## src/rtl/count_sweep_ctrl.sv

```systemverilog
// Bounded up/down sweep counter: runs n_sweeps lo->hi->lo passes, then pulses done.
// Optional stall input enabled by defining SWEEP_PAUSE_EN.
module count_sweep_ctrl #(
  parameter int WIDTH    = 3,
  parameter int SWEEPS_W = 4
) (
  input  logic                clk,
  input  logic                clear,
  input  logic                start,
  input  logic [WIDTH-1:0]    lo,
  input  logic [WIDTH-1:0]    hi,
  input  logic [SWEEPS_W-1:0] n_sweeps,
`ifdef SWEEP_PAUSE_EN
  input  logic                pause,
`endif
  output logic [WIDTH-1:0]    count,
  output logic                dir_up,
  output logic                busy,
  output logic                done,
  output logic [SWEEPS_W-1:0] sweep_cnt
);

  typedef enum logic [1:0] {IDLE, UP, DOWN, DONE} state_t;

  state_t              state_q, state_d;
  logic [WIDTH-1:0]    count_q, count_d;
  logic [WIDTH-1:0]    lo_q, lo_d, hi_q, hi_d;
  logic [SWEEPS_W-1:0] sweep_q, sweep_d, n_q, n_d;
  logic                stall;

`ifdef SWEEP_PAUSE_EN
  assign stall = pause;
`else
  assign stall = 1'b0;
`endif

  always_ff @(posedge clk) begin
    if (clear) begin
      state_q <= IDLE;
      count_q <= '0;
      sweep_q <= '0;
      lo_q    <= '0;
      hi_q    <= '0;
      n_q     <= '0;
    end else begin
      state_q <= state_d;
      count_q <= count_d;
      sweep_q <= sweep_d;
      lo_q    <= lo_d;
      hi_q    <= hi_d;
      n_q     <= n_d;
    end
  end

  always_comb begin
    state_d = state_q;
    count_d = count_q;
    sweep_d = sweep_q;
    lo_d    = lo_q;
    hi_d    = hi_q;
    n_d     = n_q;
    case (state_q)
      IDLE: if (start) begin
        lo_d    = lo;
        hi_d    = hi;
        n_d     = n_sweeps;
        count_d = lo;
        sweep_d = '0;
        // Empty range or zero sweeps finishes immediately without going busy.
        state_d = (lo < hi && n_sweeps != '0) ? UP : DONE;
      end
      UP: if (!stall) begin
        if (count_q == hi_q) begin
          state_d = DOWN;
          count_d = count_q - WIDTH'(1);
        end else begin
          count_d = count_q + WIDTH'(1);
        end
      end
      DOWN: if (!stall) begin
        if (count_q == lo_q) begin
          sweep_d = sweep_q + SWEEPS_W'(1);
          if (sweep_d == n_q) begin
            state_d = DONE;
          end else begin
            state_d = UP;
            count_d = lo_q + WIDTH'(1);
          end
        end else begin
          count_d = count_q - WIDTH'(1);
        end
      end
      DONE:    state_d = IDLE;
      default: state_d = IDLE;
    endcase
  end

  assign count     = count_q;
  assign sweep_cnt = sweep_q;
  assign dir_up    = (state_q != DOWN);
  assign busy      = (state_q == UP) || (state_q == DOWN);
  assign done      = (state_q == DONE);

endmodule

```

## config.mk

```make
export PLATFORM = sky130hd
export DESIGN_NAME = count_sweep_ctrl
export DESIGN_NICKNAME = d
export VERILOG_FILES = /design/src/rtl/count_sweep_ctrl.sv
export SDC_FILE = /design/constraint.sdc
export NUM_CORES = 1
export LEC_CHECK = 0
export CAP_MARGIN = 20
export CORE_MARGIN = 10
export CORE_UTILIZATION = 33
export CTS_BUF_LIST = sky130_fd_sc_hd__clkbuf_16
export DETAILED_ROUTE_END_ITERATION = 6
export DONT_BUFFER_PORTS = 1
export GPL_TIMING_DRIVEN = 0
export SLEW_MARGIN = 40
export SYNTH_ARGS = -nofsm -noshare
export SYNTH_HDL_FRONTEND = slang
export SYNTH_SLANG_ARGS = --single-unit
export TNS_END_PERCENT = 20
```

## constraint.sdc

```tcl
create_clock -name clk -period 2.71 [get_ports clk]
set_input_delay 0.6775 -clock clk [delete_from_list [all_inputs] [get_ports clk]]
set_output_delay 0.6775 -clock clk [all_outputs]
set_load 0.02 [all_outputs]
```

## Word level (Yosys, flattened, before mapping)

Index checks and enable logic that the tools add are counted.

| word-level totals | value |
|---|---|
| register bits after elaboration | 19 |
| bits of input ports | 13 |

| operators by class | value |
|---|---|
| add/sub/neg operators | 4 |
| magnitude comparators | 1 |
| equality and inequality tests | 11 |
| multiplexer cells | 14 |
| reductions and logical operators | 10 |

Operators with widths:

| operator | number |
|---|---|
| $mux 3 | 4 |
| $mux 2 | 5 |
| $pmux 3 s3 | 1 |
| $reduce_and 3->1 | 3 |
| $mux 4 | 2 |
| $ne 2x2->1 const B | 4 |
| $pmux 2 s4 | 1 |
| $pmux 4 s2 | 1 |
| $add 3x1->3 const B | 2 |
| $eq 3x3->1 | 2 |
| $add 4x1->4 const B | 1 |
| $eq 2x2->1 const B | 2 |
| $eq 4x4->1 | 1 |
| $reduce_bool 4->1 | 1 |
| $lt 3x3->1 | 1 |
| $ne 3x3->1 const B | 1 |
| $reduce_bool 3->1 | 1 |
| $sub 3x1->3 const B | 1 |
| $eq 2x1->1 const B | 1 |
| $logic_not 2->1 | 1 |
| $reduce_and 2->1 | 1 |
| $reduce_bool 2->1 | 1 |
| $logic_and 1x1->1 | 1 |
| $logic_or 1x1->1 | 1 |

## Logic depth before layout (Yosys ltp)

| logic depth | value |
|---|---|
| depth in word-level cells | 5 |
| depth in mapped cells | 7 |
| depth with buffers taken out | 7 |

## Worst setup path before layout

OpenSTA, ideal clock, no wires.

| timing | value |
|---|---|
| path kind | flip-flop to flip-flop |
| start point | register sweep_q[0] (netlist: sweep_cnt[0]) |
| end point | register count_q[1] (netlist: count[1]) |
| setup time | 0.058 ns |
| arrival time | 1.675 ns |
| setup slack | 0.977 ns |
| cell stages (with the launch flop) | 7 |
| path buffers | 0 |
| period minus slack after synthesis | 1.733 ns |
| path through | dfxtp_1 > ha_1 > xnor2_1 > and3_1 > nand4_1 > a211o_1 > nand2_1 |

| on the way | value |
|---|---|
| word-level cells in the longest chain between the ends | 4 |

RTL lines:

| item | RTL line | text |
|---|---|---|
| start, declared | 28 | `logic [SWEEPS_W-1:0] sweep_q, sweep_d, n_q, n_d;` |
| start signal, assigned | 48 | `sweep_q <= sweep_d;` |
| $add 4x1->4 | 82 | `sweep_d = sweep_q + SWEEPS_W'(1);` |
| $eq 4x4->1 | 83 | `if (sweep_d == n_q) begin` |
| $ne 3x3->1 (no line) | - |  |
| $reduce_and 3->1 (no line) | - |  |
| end signal, assigned | 47 | `count_q <= count_d;` |
| end, declared | 26 | `logic [WIDTH-1:0] count_q, count_d;` |

Every way passes these cells.
A chain may end at the register's enable or synchronous reset.

## Worst setup path in the final report

Ends and elaborated chain as after synthesis.

==> metrics.md <==
| Metric | Value |
|---|---|
| Status | finished clean |
| Ant diodes | 0 |
| Clock Path Buffers | 2 |
| Inst Count DP | 208 |
| Unrepaired setup endpoints after global routing | no |
| Fin. Hold Viols | 0 |
| Number of synthesized flops with an enable pin | 0 |
| Post-route ant nets | 0 |
| Number of CTS-inserted buffers | 3 |
| Post-Route M1 WL | 1320 um |
| Fin Setup TNS | 0 ns |
| GP Congestion | 0.916 |
| Clock-pin slew on the worst setup and hold paths | 0.06 ns |
| Setup Buffers After CTS | 0 |
| WS Path Type | reg2reg |
| Finished Layout Cells | 212 |
| Yosys reg bits | 19 |
| Pwr/cell area | 971 nW/um^2 |
| Metal3 WL | between 150 and 200 um |
| Worst min path class | reg2reg |
| Hold Buf Count CTS | 0 |
| Initial Util | 34.5% |
| Layout net count | 188 |
| Post-cts sizing count | 0 |
| Core area | between 3000 and 4000 sq um |
| Synth warn | 0 |
| Vias | 1127 |
| Post-synth top area share | 29.9% |
| P&R area growth vs syn | 11.0% |
| Io pins | 23 |
| Commonest non-fill, non-tap cells in the layout | 28 x nand2_1, 19 x a21oi_1, 19 x dfxtp_1, 11 x inv_1, 10 x ha_1 |
| Uppermost layer routed | met4 |
| Setup violators final | 0 |
| Die height | around 82 um |
| Fillers | 392 |
| Layout cells sized above 1 | 5.49% |
| Startpoint types | register |
| Die X-Extent | roughly 82 um |
| Die ar. | 6740 sq um |
| Main area contributors after synthesis | dfxtp_1 30%, ha_1 9.8%, nand2_1 8.3% |
| CP Data Arrival Time | 2.24 ns |
| Initial DRC count | 76 |
| Largest net degree at the start of global routing | 12 |
| Via density per instance | 5.32 |
| IO Port Bufs | 0 |
| First-pass GRT wire length | 5250 um |
| HPWL after detailed placement | 2540 um |
| GRT overflow | 0 |
| Commonest non-fill, non-tap cell in the layout | nand2_1 |
| Synth Instances | 160 |
| Initial antenna violation count | 0 |
| Lkg Pwr | 0.000569 uW |
| Global-route usage over all layers | 9.75% |
| Synth Net Count | 183 |
| Sequential area share after synthesis | roughly 30% |
| Synth area leader | dfxtp_1 |
| Met2 WL | roughly 1700 um |
| Netlist cell types | 42 |
| CP required | approximately 2.9 ns |
| Core Util, Final | a little under two fifths |
| CTS H-Tree Depth | 1 |
| Final Slew Violations | 0 |
| Max-cap violations | 0 |
| Row count | 22 |
| CP max FO | 7 |
| Vias in the first global route | roughly 1100 |
| Post-route minimum period | 2.04 ns |
| Final worst-path cycle share | 75.4% |
| Drt pass-1 iters | 4 |
| Worst slew pin tran | 0.572 ns |
| Critical Path End Type | register |
| Synth Flop Type | dfxtp_1 |
| CTS Root Cell | clkbuf_16 |
| WHS | ~0.47 ns |
| DRC | 0 |
| Clock Skew | ~0.0022 ns |
| Routed WL | 3170 um |
| Slew margin rel. | 61.8% |
| Ys async rst share | 0% |
| Clock sink count | 19 |
| Avg Cell Area, Syn | 7.95 sq um |
| Max IR drop VDD | 0.000342 V |
| Netlist Area Pre-Place | 1270 sq um |
| CTS tree | done |
| FMAX | 490 MHz |
| Worst-Skew Late Latency | ~0.25 ns |
| Wirelength per Cell | 14.9 um |
==> synth_stat cells, drive strengths merged (3+ instances only) <==
cell type and count:
nand3 3, nand2b 4, nor2b 3, nand2 28, a211oi 4, xnor2 8, a21oi 19, nor2 7
dfxtp 19, nor3 4, inv 12, ha 10, xor2 5, a31oi 3
==> final timing paths <==
| path | startpoint | end | slack (ns) | depth (start not counted) |
|---|---|---|---|---|
| setup / recovery | sweep_cnt[0]$_SDFFE_PP0P_ | count[1]$_SDFFE_PP0P_ | 0.67 | 6 |
| hold reg to reg | n_q[2]$_SDFFE_PP0P_ | n_q[2]$_SDFFE_PP0P_ | 0.47 | 2 |
| setup reg to reg | sweep_cnt[0]$_SDFFE_PP0P_ | count[1]$_SDFFE_PP0P_ | 0.67 | 6 |
| hold / removal | n_q[2]$_SDFFE_PP0P_ | n_q[2]$_SDFFE_PP0P_ | 0.47 | 2 |
==> metal layers <==
metal	vias up	global-route usage, %
met2	18	17.0
li1	572	-
met3	6	2.92
met4	0	3.06
met1	531	11.2
met5	-	0
==> flip-flops by register name, indices dropped and copies added, names as in the netlist <==
register	count
sweep_cnt	4
hi_q	3
count	3
lo_q	3
n_q	4
state_q	2
==> cell families after synthesis <==
logic type      count (synthesis)  synth area share [%]
fa+ha+maj                      10                  9.83
simple gates                   58                  22.4
xor+xnor                       13                  8.95
buf+inv                        16                  5.31
compound gates                 42                  22.0
flops                          19                  29.9
mux                             2                  1.57
==> final cells by class <==
class / instances / area [sq um] / area share, %
buffer: 4 / 22.5 / 1.59
clock buffer: 3 / 75.1 / 5.31
clock inverter: 1 / 5.00 / 0.354
inverter: 12 / 45.0 / 3.19
multi-input combinational: 125 / 825 / 58.4
sequential: 19 / 380 / 26.9
tap: 48 / 60.1 / 4.25
==> stage by stage <==
step	worst slack (ns)	total power, uW	area (sq um)
after detailed placement	0.662	1070	1330
after global placement	0.718	1060	1330
after CTS	0.645	1380	1410
final	0.667	1370	1410
after floorplan	0.977	938	1270
after global routing	0.454	1480	1410
==> critical path: stages (launching register included) <==
cell and delay [ns]:
dfxtp_1 0.58, ha_1 0.28, xor2_1 0.21, xnor2_1 0.21, nand4_1 0.28, a211o_1 0.36, nand2_1 0.06
==> report_power, final <==
group          internal, uW  switching [uW]
clock network           198             105
logic                   259             391
registers               334            85.0
total                   790             581
Note: power is estimated with default switching activity, not from simulation.
